===== src/rtl/t02_regfile_scoreboard_if.sv =====
// rtl/t02_regfile_scoreboard_if.sv - write, read, busy-mark and status signals of the regfile scoreboard
interface t02_regfile_scoreboard_if #(
    parameter int DATA_W   = 32,
    parameter int NUM_REGS = 32
);
    localparam int IDX_W = $clog2(NUM_REGS);

    logic              en;
    logic              reg_write;
    logic [IDX_W-1:0]  write_index;
    logic [DATA_W-1:0] write_data;
    logic [IDX_W-1:0]  read_index1;
    logic [IDX_W-1:0]  read_index2;
    logic [DATA_W-1:0] read_data1;
    logic [DATA_W-1:0] read_data2;
    logic              busy_set;
    logic [IDX_W-1:0]  busy_index;
    logic              hazard1;
    logic              hazard2;
    logic [IDX_W:0]    busy_count;

    modport master (
        output en, reg_write, write_index, write_data,
        output read_index1, read_index2, busy_set, busy_index,
        input  read_data1, read_data2, hazard1, hazard2, busy_count
    );

    modport slave (
        input  en, reg_write, write_index, write_data,
        input  read_index1, read_index2, busy_set, busy_index,
        output read_data1, read_data2, hazard1, hazard2, busy_count
    );
endinterface


===== src/rtl/t02_regfile_scoreboard.sv =====
// rtl/t02_regfile_scoreboard.sv - register file with per-register pending-producer scoreboard
module t02_regfile_scoreboard #(
    parameter int DATA_W   = 32,
    parameter int NUM_REGS = 32,
    parameter bit BYPASS   = 1'b1,
    parameter bit ZERO_REG = 1'b1
) (
    input logic                     clk,
    input logic                     nRST,
    t02_regfile_scoreboard_if.slave rf
);
    localparam int IDX_W = $clog2(NUM_REGS);
    localparam int CNT_W = IDX_W + 1;

    logic [DATA_W-1:0]   regs [NUM_REGS];
    logic [NUM_REGS-1:0] busy;
    logic [CNT_W-1:0]    busy_count;

    logic commit;
    logic set_ok;
    logic set_inc;
    logic clr_dec;

    function automatic logic in_range(input logic [IDX_W-1:0] idx);
        return {1'b0, idx} < CNT_W'(NUM_REGS);
    endfunction

    function automatic logic writable(input logic [IDX_W-1:0] idx);
        return in_range(idx) && !(ZERO_REG && (idx == '0));
    endfunction

    function automatic logic busy_at(input logic [IDX_W-1:0] idx, input logic [NUM_REGS-1:0] b);
        return in_range(idx) ? b[idx] : 1'b0;
    endfunction

    function automatic logic [DATA_W-1:0] read_port(
        input logic [IDX_W-1:0]  idx,
        input logic              cm,
        input logic [IDX_W-1:0]  wi,
        input logic [DATA_W-1:0] wd,
        input logic [DATA_W-1:0] stored
    );
        if (!writable(idx))
            return (in_range(idx) && !ZERO_REG) ? stored : '0;
        if (BYPASS && cm && (idx == wi))
            return wd;
        return stored;
    endfunction

    function automatic logic hazard_of(
        input logic [IDX_W-1:0]    idx,
        input logic [NUM_REGS-1:0] b,
        input logic                cm,
        input logic [IDX_W-1:0]    wi
    );
        if (!writable(idx))
            return 1'b0;
        return busy_at(idx, b) & ~(BYPASS & cm & (idx == wi));
    endfunction

    // Gating commit with nRST keeps bypass from leaking write_data while reset is held.
    always_comb begin
        commit  = nRST & rf.en & rf.reg_write & writable(rf.write_index);
        set_ok  = rf.en & rf.busy_set & writable(rf.busy_index);
        set_inc = set_ok & ~busy_at(rf.busy_index, busy);
        clr_dec = commit & busy_at(rf.write_index, busy)
                & ~(set_ok & (rf.busy_index == rf.write_index));
    end

    // The busy set is issued after the commit clear so a same-index set wins.
    always_ff @(posedge clk or negedge nRST) begin
        if (!nRST) begin
            for (int i = 0; i < NUM_REGS; i++)
                regs[i] <= '0;
            busy       <= '0;
            busy_count <= '0;
        end else begin
            if (commit) begin
                regs[rf.write_index] <= rf.write_data;
                busy[rf.write_index] <= 1'b0;
            end
            if (set_ok)
                busy[rf.busy_index] <= 1'b1;
            busy_count <= busy_count + CNT_W'(set_inc) - CNT_W'(clr_dec);
        end
    end

    logic [DATA_W-1:0] stored1;
    logic [DATA_W-1:0] stored2;

    always_comb begin
        stored1 = in_range(rf.read_index1) ? regs[rf.read_index1] : '0;
        stored2 = in_range(rf.read_index2) ? regs[rf.read_index2] : '0;
    end

    assign rf.read_data1 = read_port(rf.read_index1, commit, rf.write_index, rf.write_data, stored1);
    assign rf.read_data2 = read_port(rf.read_index2, commit, rf.write_index, rf.write_data, stored2);
    assign rf.hazard1    = hazard_of(rf.read_index1, busy, commit, rf.write_index);
    assign rf.hazard2    = hazard_of(rf.read_index2, busy, commit, rf.write_index);
    assign rf.busy_count = busy_count;
endmodule


===== src/flat_wrapper.sv =====
// flat-port wrapper written by rule: the top's interface ports become plain ports
module t02_regfile_scoreboard_flat 
#(
    parameter int DATA_W   = 32,
    parameter int NUM_REGS = 32,
    parameter bit BYPASS   = 1'b1,
    parameter bit ZERO_REG = 1'b1
)
  (clk, nRST, rf_en, rf_reg_write, rf_write_index, rf_write_data, rf_read_index1, rf_read_index2, rf_busy_set, rf_busy_index, rf_read_data1, rf_read_data2, rf_hazard1, rf_hazard2, rf_busy_count);
  t02_regfile_scoreboard_if #(.DATA_W(DATA_W), .NUM_REGS(NUM_REGS)) rf_i ();
  input logic clk;
  input logic nRST;
  input wire logic [$bits(rf_i.en)-1:0] rf_en;
  input wire logic [$bits(rf_i.reg_write)-1:0] rf_reg_write;
  input wire logic [$bits(rf_i.write_index)-1:0] rf_write_index;
  input wire logic [$bits(rf_i.write_data)-1:0] rf_write_data;
  input wire logic [$bits(rf_i.read_index1)-1:0] rf_read_index1;
  input wire logic [$bits(rf_i.read_index2)-1:0] rf_read_index2;
  input wire logic [$bits(rf_i.busy_set)-1:0] rf_busy_set;
  input wire logic [$bits(rf_i.busy_index)-1:0] rf_busy_index;
  output wire logic [$bits(rf_i.read_data1)-1:0] rf_read_data1;
  output wire logic [$bits(rf_i.read_data2)-1:0] rf_read_data2;
  output wire logic [$bits(rf_i.hazard1)-1:0] rf_hazard1;
  output wire logic [$bits(rf_i.hazard2)-1:0] rf_hazard2;
  output wire logic [$bits(rf_i.busy_count)-1:0] rf_busy_count;
  assign rf_i.en = rf_en;
  assign rf_i.reg_write = rf_reg_write;
  assign rf_i.write_index = rf_write_index;
  assign rf_i.write_data = rf_write_data;
  assign rf_i.read_index1 = rf_read_index1;
  assign rf_i.read_index2 = rf_read_index2;
  assign rf_i.busy_set = rf_busy_set;
  assign rf_i.busy_index = rf_busy_index;
  assign rf_read_data1 = rf_i.read_data1;
  assign rf_read_data2 = rf_i.read_data2;
  assign rf_hazard1 = rf_i.hazard1;
  assign rf_hazard2 = rf_i.hazard2;
  assign rf_busy_count = rf_i.busy_count;
  t02_regfile_scoreboard #(.DATA_W(DATA_W), .NUM_REGS(NUM_REGS), .BYPASS(BYPASS), .ZERO_REG(ZERO_REG)) u_core (.clk(clk), .nRST(nRST), .rf(rf_i));
endmodule

===== config.mk =====
export PLATFORM = sky130hd
export DESIGN_NAME = t02_regfile_scoreboard_flat
export DESIGN_NICKNAME = d
export VERILOG_FILES = /design/src/rtl/t02_regfile_scoreboard_if.sv /design/src/rtl/t02_regfile_scoreboard.sv /design/src/flat_wrapper.sv
export SDC_FILE = /design/constraint.sdc
export NUM_CORES = 2
export LEC_CHECK = 0
export ABC_AREA = 1
export CORE_MARGIN = 2
export CORE_UTILIZATION = 50
export CTS_BUF_LIST = sky130_fd_sc_hd__clkbuf_4 sky130_fd_sc_hd__clkbuf_8
export DETAILED_ROUTE_END_ITERATION = 16
export PLACE_DENSITY = 0.64
export SLEW_MARGIN = 20
export SYNTH_ARGS = -nofsm -noshare
export SYNTH_HDL_FRONTEND = slang
export SYNTH_SLANG_ARGS = --single-unit

===== constraint.sdc =====
create_clock -name clk -period 4.2 [get_ports clk]
set_input_delay 1.26 -clock clk [delete_from_list [all_inputs] [get_ports clk]]
set_output_delay 1.26 -clock clk [all_outputs]
set_load 0.05 [all_outputs]

# Yosys cells after proc, flatten, opt, wreduce, memory -nomap -nowiden
# Cells that the tools add are included.
# W data, S select, Z words.
[totals]
register_bits = 1062
inputBits = 57
out_inout_bits = 72
elab_cells = 124
[op_classes]
addsub = 2
n_lt_le_gt_ge = 10
n_eq_ne = 3
muxes = 41
bitwise_logic = 23
n_reduce_logical = 11
[ops]
columns = ["op", "count"]
rows = [
  ["$bwmux W1024", 1],
  ["$mux W32", 15],
  ["$bmux W32 S5", 2],
  ["$demux W32 S5", 1],
  ["$and A32 B32 Y32", 1],
  ["$not A32 Y32", 1],
  ["$or A32 B32 Y32", 1],
  ["$lt A5 B6 Y1 const B", 4],
  ["$bmux W1 S5", 4],
  ["$logic_not A5 Y1", 4],
  ["$ge A6 B6 Y1 const B", 3],
  ["$not A5 Y6", 3],
  ["$mux W1", 16],
  ["$eq A5 B5 Y1", 3],
  ["$and A1 B1 Y1", 13],
  ["$demux W1 S5", 2],
  ["$ge A5 B1 Y1 const B", 2],
  ["$add A6 B1 Y6", 1],
  ["$lt A6 B1 Y1 const B", 1],
  ["$sub A6 B1 Y6", 1],
  ["$logic_and A1 B1 Y1", 5],
  ["$not A1 Y1", 4],
  ["$logic_not A1 Y1", 2],
]

# Logic depth before layout (Yosys ltp)
[depth]
word_depth = 9
mapped_depth = 18
ltp_nobuf = 17

# Least setup slack after synthesis
# OpenSTA, ideal clock, no wires.
[synth_timing]
path_kind = "in2out"
start = "input port rf_write_index[4]"
end = "output port rf_hazard1"
t_arrival_ps = 3022
t_required_ps = 2940
slack_ps = -82
stages = 10
path_buffers = 3
cell_sequence = "buf_4 nor3_4 nand2_2 nand2_4 inv_4 buf_6 a21oi_4 buf_4 nand2_1 nor2_1"
[synth_via]
elab_chain_len = 7
elab_cells_between_ends = 8
cone_classes = "eq/ne (1); mux (1); bitwise (4); reduce/logical (2)"
[synth_rtl]
columns = ["item", "line_no", "rtl"]
rows = [
  ["from (decl)", "flat_wrapper.sv:15", "input wire logic [$bits(rf_i.write_index)-1:0] rf_write_index;"],
  ["$logic_not A5 Y1", "t02_regfile_scoreboard.sv:29", "return in_range(idx) && !(ZERO_REG && (idx == '0));"],
  ["$logic_not A1 Y1", "t02_regfile_scoreboard.sv:29", ""],
  ["$and A1 B1 Y1", "t02_regfile_scoreboard.sv:63", "commit = nRST & rf.en & rf.reg_write & writable(rf.write_index);"],
  ["$and A1 B1 Y1 *", "t02_regfile_scoreboard.sv:58", "return busy_at(idx, b) & ~(BYPASS & cm & (idx == wi));"],
  ["$not A1 Y1 *", "t02_regfile_scoreboard.sv:58", ""],
  ["$and A1 B1 Y1 *", "t02_regfile_scoreboard.sv:58", ""],
  ["$mux W1 *", "t02_regfile_scoreboard.sv:58", ""],
  ["to (decl)", "flat_wrapper.sv:23", "output wire logic [$bits(rf_i.hazard1)-1:0] rf_hazard1;"],
]
# Mark *: on every way between the ends. The rest lies on a longest branch, timed or not.

# Worst setup path after layout
[layout_timing]
start = "input port rf_read_index2[0]"
end = "output port rf_read_data2[15]"
[layout_via]
elab_chain_len = 6
elab_cells_between_ends = 13
cone_classes = "eq/ne (1); mux (9); bitwise (1); reduce/logical (2)"
[layout_rtl]
columns = ["item", "line_no", "rtl"]
rows = [
  ["from (decl)", "flat_wrapper.sv:18", "input wire logic [$bits(rf_i.read_index2)-1:0] rf_read_index2;"],
  ["$not A5 Y6 (implied by the code) or $eq A5 B5 Y1 (tied branches)", "t02_regfile_scoreboard.sv:93, t02_regfile_scoreboard.sv:45", ""],
  ["$bmux W32 S5 or $logic_and A1 B1 Y1 (tied branches)", "t02_regfile_scoreboard.sv:93, t02_regfile_scoreboard.sv:45", ""],
  ["$mux W32 (implied by the code) or $mux W1 (tied branches) (2 in series)", "t02_regfile_scoreboard.sv:93, t02_regfile_scoreboard.sv:45", ""],
  ["$mux W32", "t02_regfile_scoreboard.sv:47", "return stored;"],
  ["$mux W32 *", "t02_regfile_scoreboard.sv:45", "if (BYPASS && cm && (idx == wi))"],
  ["to (decl)", "flat_wrapper.sv:22", "output wire logic [$bits(rf_i.read_data2)-1:0] rf_read_data2;"],
]
# Mark *: on every way between the ends. The rest lies on a longest branch, timed or not. The select of a mux whose other input is x is not followed.

==> reports/qor.csv <==
stage;metric;value;unit
setup_path;reg2regPathDepth;13;
finish;utilization;0.609;
timing;worst_pin_slew;1.06;ns
global_routing;grt_start_max_net_pins;169;
setup_path;crit_arrival;3.00;ns
setup_path;rrSetupSlack;1.66;ns
yosys;synth_top_area_share;0.443;
yosys;avgSynthCellArea;7.35;um^2
finish;final_cell_mix;2041 x nand2_1, 1228 x o21ai_0, 1062 x dfrtp_1;
clock_network;cts_sinks;1062;
global_routing;grt_pass1_vias;57400;
detailed_routing;viasPerCell;6.24;
placed_design;gp_congestion;0.954;
setup_path;cp-end-kind;output port;
floorplanning;core;0.119;mm^2
global_routing;antenna_found_initial;9;
detailed_routing;drc;0;
detailed_routing;detail-route-antenna-nets;0;
timing;rsz0062_at_grt;true;
clock_network;cts_buffers;189;
timing;worst_slack;-0.0628;ns
setup_path;r2r-start;u_core.busy[7]$_DFF_PN0_;
outcome;violations;negative setup slack;
power;clkPwrFrac;0.358;
setup_path;critPathMaxFanout;31;
finish;area_delta_synth_final;21.3;%
setup_path;critPathRequiredTime;2.94;ns
finish;drive_gt1_frac;0.147;
outcome;outcome;finished with violations;
worst_hold_path;min_from;u_core.regs[1015]$_DFFE_PN0P_;
power;p_sw_frac;0.322;
detailed_routing;wire_per_inst;25.7;um
worst_hold_path;hp-class;reg2reg;
detailed_routing;first_pass_iters;7;
floorplanning;ioPinCount;129;
finish;nets;8331;
detailed_routing;first_iter_violations;9069;
finish;final_common_cell;nand2_1;
setup_path;path_class;in2out;
clock_network;clockBufferDepth;3;
worst_hold_path;min_delay_worst_endpoint;u_core.regs[1015]$_DFFE_PN0P_;
global_routing;grt_pass1_wl;371000;um
global_routing;overflow;0;
power;sequentialPowerShare;0.421;
power;leakagePower;0.0324;uW
floorplanning;die_area;0.123;mm^2
timing;period_share;1.01;
yosys;ys_seq_area_frac;0.443;
timing;skew;0.0434;ns
yosys;syn_inst;8168;
yosys;yosys.area.top_type;dfrtp_1;
timing;hold_viol_final;0;
timing;setup_viol;5;
power;power.switching;9100;uW
timing;max_freq;235;MHz
placed_design;place_ws;-0.584;ns
placed_design;dp_hpwl;155000;um
power;vdd_ir_drop_max;0.347;mV
yosys;synth.distinct_cells;39;
yosys;synthesis.area;0.0600;mm^2
yosys;synth.area.top_cells;dfrtp_1 44%, nand2_1 13%, o21ai_0 10%;
placed_design;port_buffers;128;
timing;finalCriticalPeriod;4.26;ns
yosys;ys_ff_latch;1062;
clock_network;htree_levels;4;
clock_network;clk_latency;0.89;ns
yosys;synth_nets;8232;
clock_network;path_clk_slew;0.05;ns
timing;slew_headroom;0.291;
global_routing;grt_use_total;0.404;
job;maxCapViolations;0;
power;intPower;19100;uW
detailed_routing;drt-total-wl;257000;um
timing;drv_slew;0;
yosys;yosys_warnings;0;
power;power_density;388;mW/mm^2
clock_network;root_buffer;clkbuf_8;
floorplanning;initial_core_util;0.502;
power;combPwrFrac;0.222;
floorplanning;die_w;350;um
setup_path;r2r_end;u_core.rf.busy_count[4]$_DFF_PN0_;
floorplanning;fp-row-count;127;
detailed_routing;vias;62500;
clock_network;cts_tree;built;
setup_path;worstSetupStartpointType;input port;
worst_hold_path;whs_path_depth;0;
floorplanning;dieHeight;350;um
-- metal layers --
metal  up-vias  track usage  routed length [um]
li1      27800            -                   -
met1     29600        0.536               97100
met2      4250        0.582              108000
met3       888        0.124               35500
met4         6        0.237               16300
met5         -            0                  46
-- sequential cells by signal (all words and copies together), names as in the netlist --
register              cells
u_core.regs            1024
u_core.busy              32
u_core.rf.busy_count      6
-- kinds of logic (layout without fill, tap and decap cells) --
family / Yosys count / in the layout / synth area share
flops: 1062 / 1062 / 0.443
compound gates: 2281 / 2281 / 0.217
simple gates: 3375 / 3375 / 0.238
other cells: 0 / 9 / 0
buf+inv: 1425 / 1655 / 0.0978
fa+ha+maj: 7 / 7 / 0.00158
xor+xnor: 18 / 18 / 0.00263
-- Yosys cell counts, drive strengths merged --
library cell / n
nor4: 3
ha: 6
or2: 26
a21oi: 293
nor3: 20
a22oi: 4
inv: 627
fa: 1
clkinv: 2
xor2: 9
xnor2: 9
nand4: 2
and3: 1
o211ai: 607
buf: 397
o22ai: 32
o21ai: 1340
nand3: 1125
a21boi: 1
a32o: 2
nor2: 100
o32ai: 2
clkbuf: 399
nand2: 2098
dfrtp: 1062
-- worst max path at each step --
stage                      start           endpoint  slack [ns]  cells after the start
3_3_place_gp   rf_write_index[4]  rf_read_data1[26]       -0.58                     10
5_1_grt        rf_read_index2[0]  rf_read_data2[15]        -0.1                     12
4_1_cts        rf_read_index1[0]  rf_read_data1[26]      -0.005                     12
2_1_floorplan  rf_read_index2[1]         rf_hazard2        0.03                      9
6_report       rf_read_index2[0]  rf_read_data2[15]       -0.06                     11
3_5_place_dp   rf_write_index[4]  rf_read_data1[26]       -0.58                     10
-- critical path, cell delays in order --
cell and delay (ns):
bufbuf_16 0.29, buf_12 0.17, buf_16 0.18, o211ai_1 0.20, nand3_1 0.13, nand3_1 0.11
nand3_1 0.10, buf_4 0.19, nand3_1 0.11, nand2_2 0.08, buf_12 0.15
-- final cells by class --
| type | count | area (um^2) |
|---|---|---|
| fillers | 10800 | 46700 |
| flip-flops and latches | 1062 | 26600 |
| clock buffers | 292 | 3660 |
| well taps | 1612 | 2020 |
| repair buffers | 704 | 9340 |
| diodes | 9 | 22.5 |
| clock inverters | 30 | 199 |
| multi-input cells | 5681 | 28500 |
| inverters | 629 | 2450 |
-- per-stage QoR --
| stage | setup TNS (ns) | cells | hold WS, ns | cell area, um^2 | total power (uW) |
|---|---|---|---|---|---|
| floorplan | 0 | 8168 | 0.440 | 60000 | 15400 |
| CTS | -0.0106 | 9970 | 0.393 | 71200 | 27900 |
| finish | -0.101 | 10000 | 0.391 | 72800 | 28200 |
| global placement | -22.68 | 9632 | 0.377 | 66700 | 17700 |
| global route | -0.557 | 10000 | 0.404 | 72800 | 29400 |
| detailed placement | -24.53 | 9632 | 0.380 | 66700 | 17900 |
-- power by group through the flow --
stage / Combinational, uW / Clock, uW / Sequential, uW
2_1_floorplan: 3420 / 0 / 12000
3_3_place_gp: 5750 / 0 / 12000
3_5_place_dp: 5850 / 0 / 12000
4_1_cts: 5930 / 10200 / 11800
5_1_grt: 6800 / 10600 / 12000
6_report: 6260 / 10100 / 11900
-- timing repair --
item                                   4_1_cts  5_1_grt
endpoints found under the hold margin        0        0
buffers inserted                            11       18
pin swaps                                   22       23
setup endpoints to repair                   66       63
resized for setup                           95      198
hold buffers                                 0        0
cloned                                       5       24
Note: power is estimated with default switching activity, not from simulation.
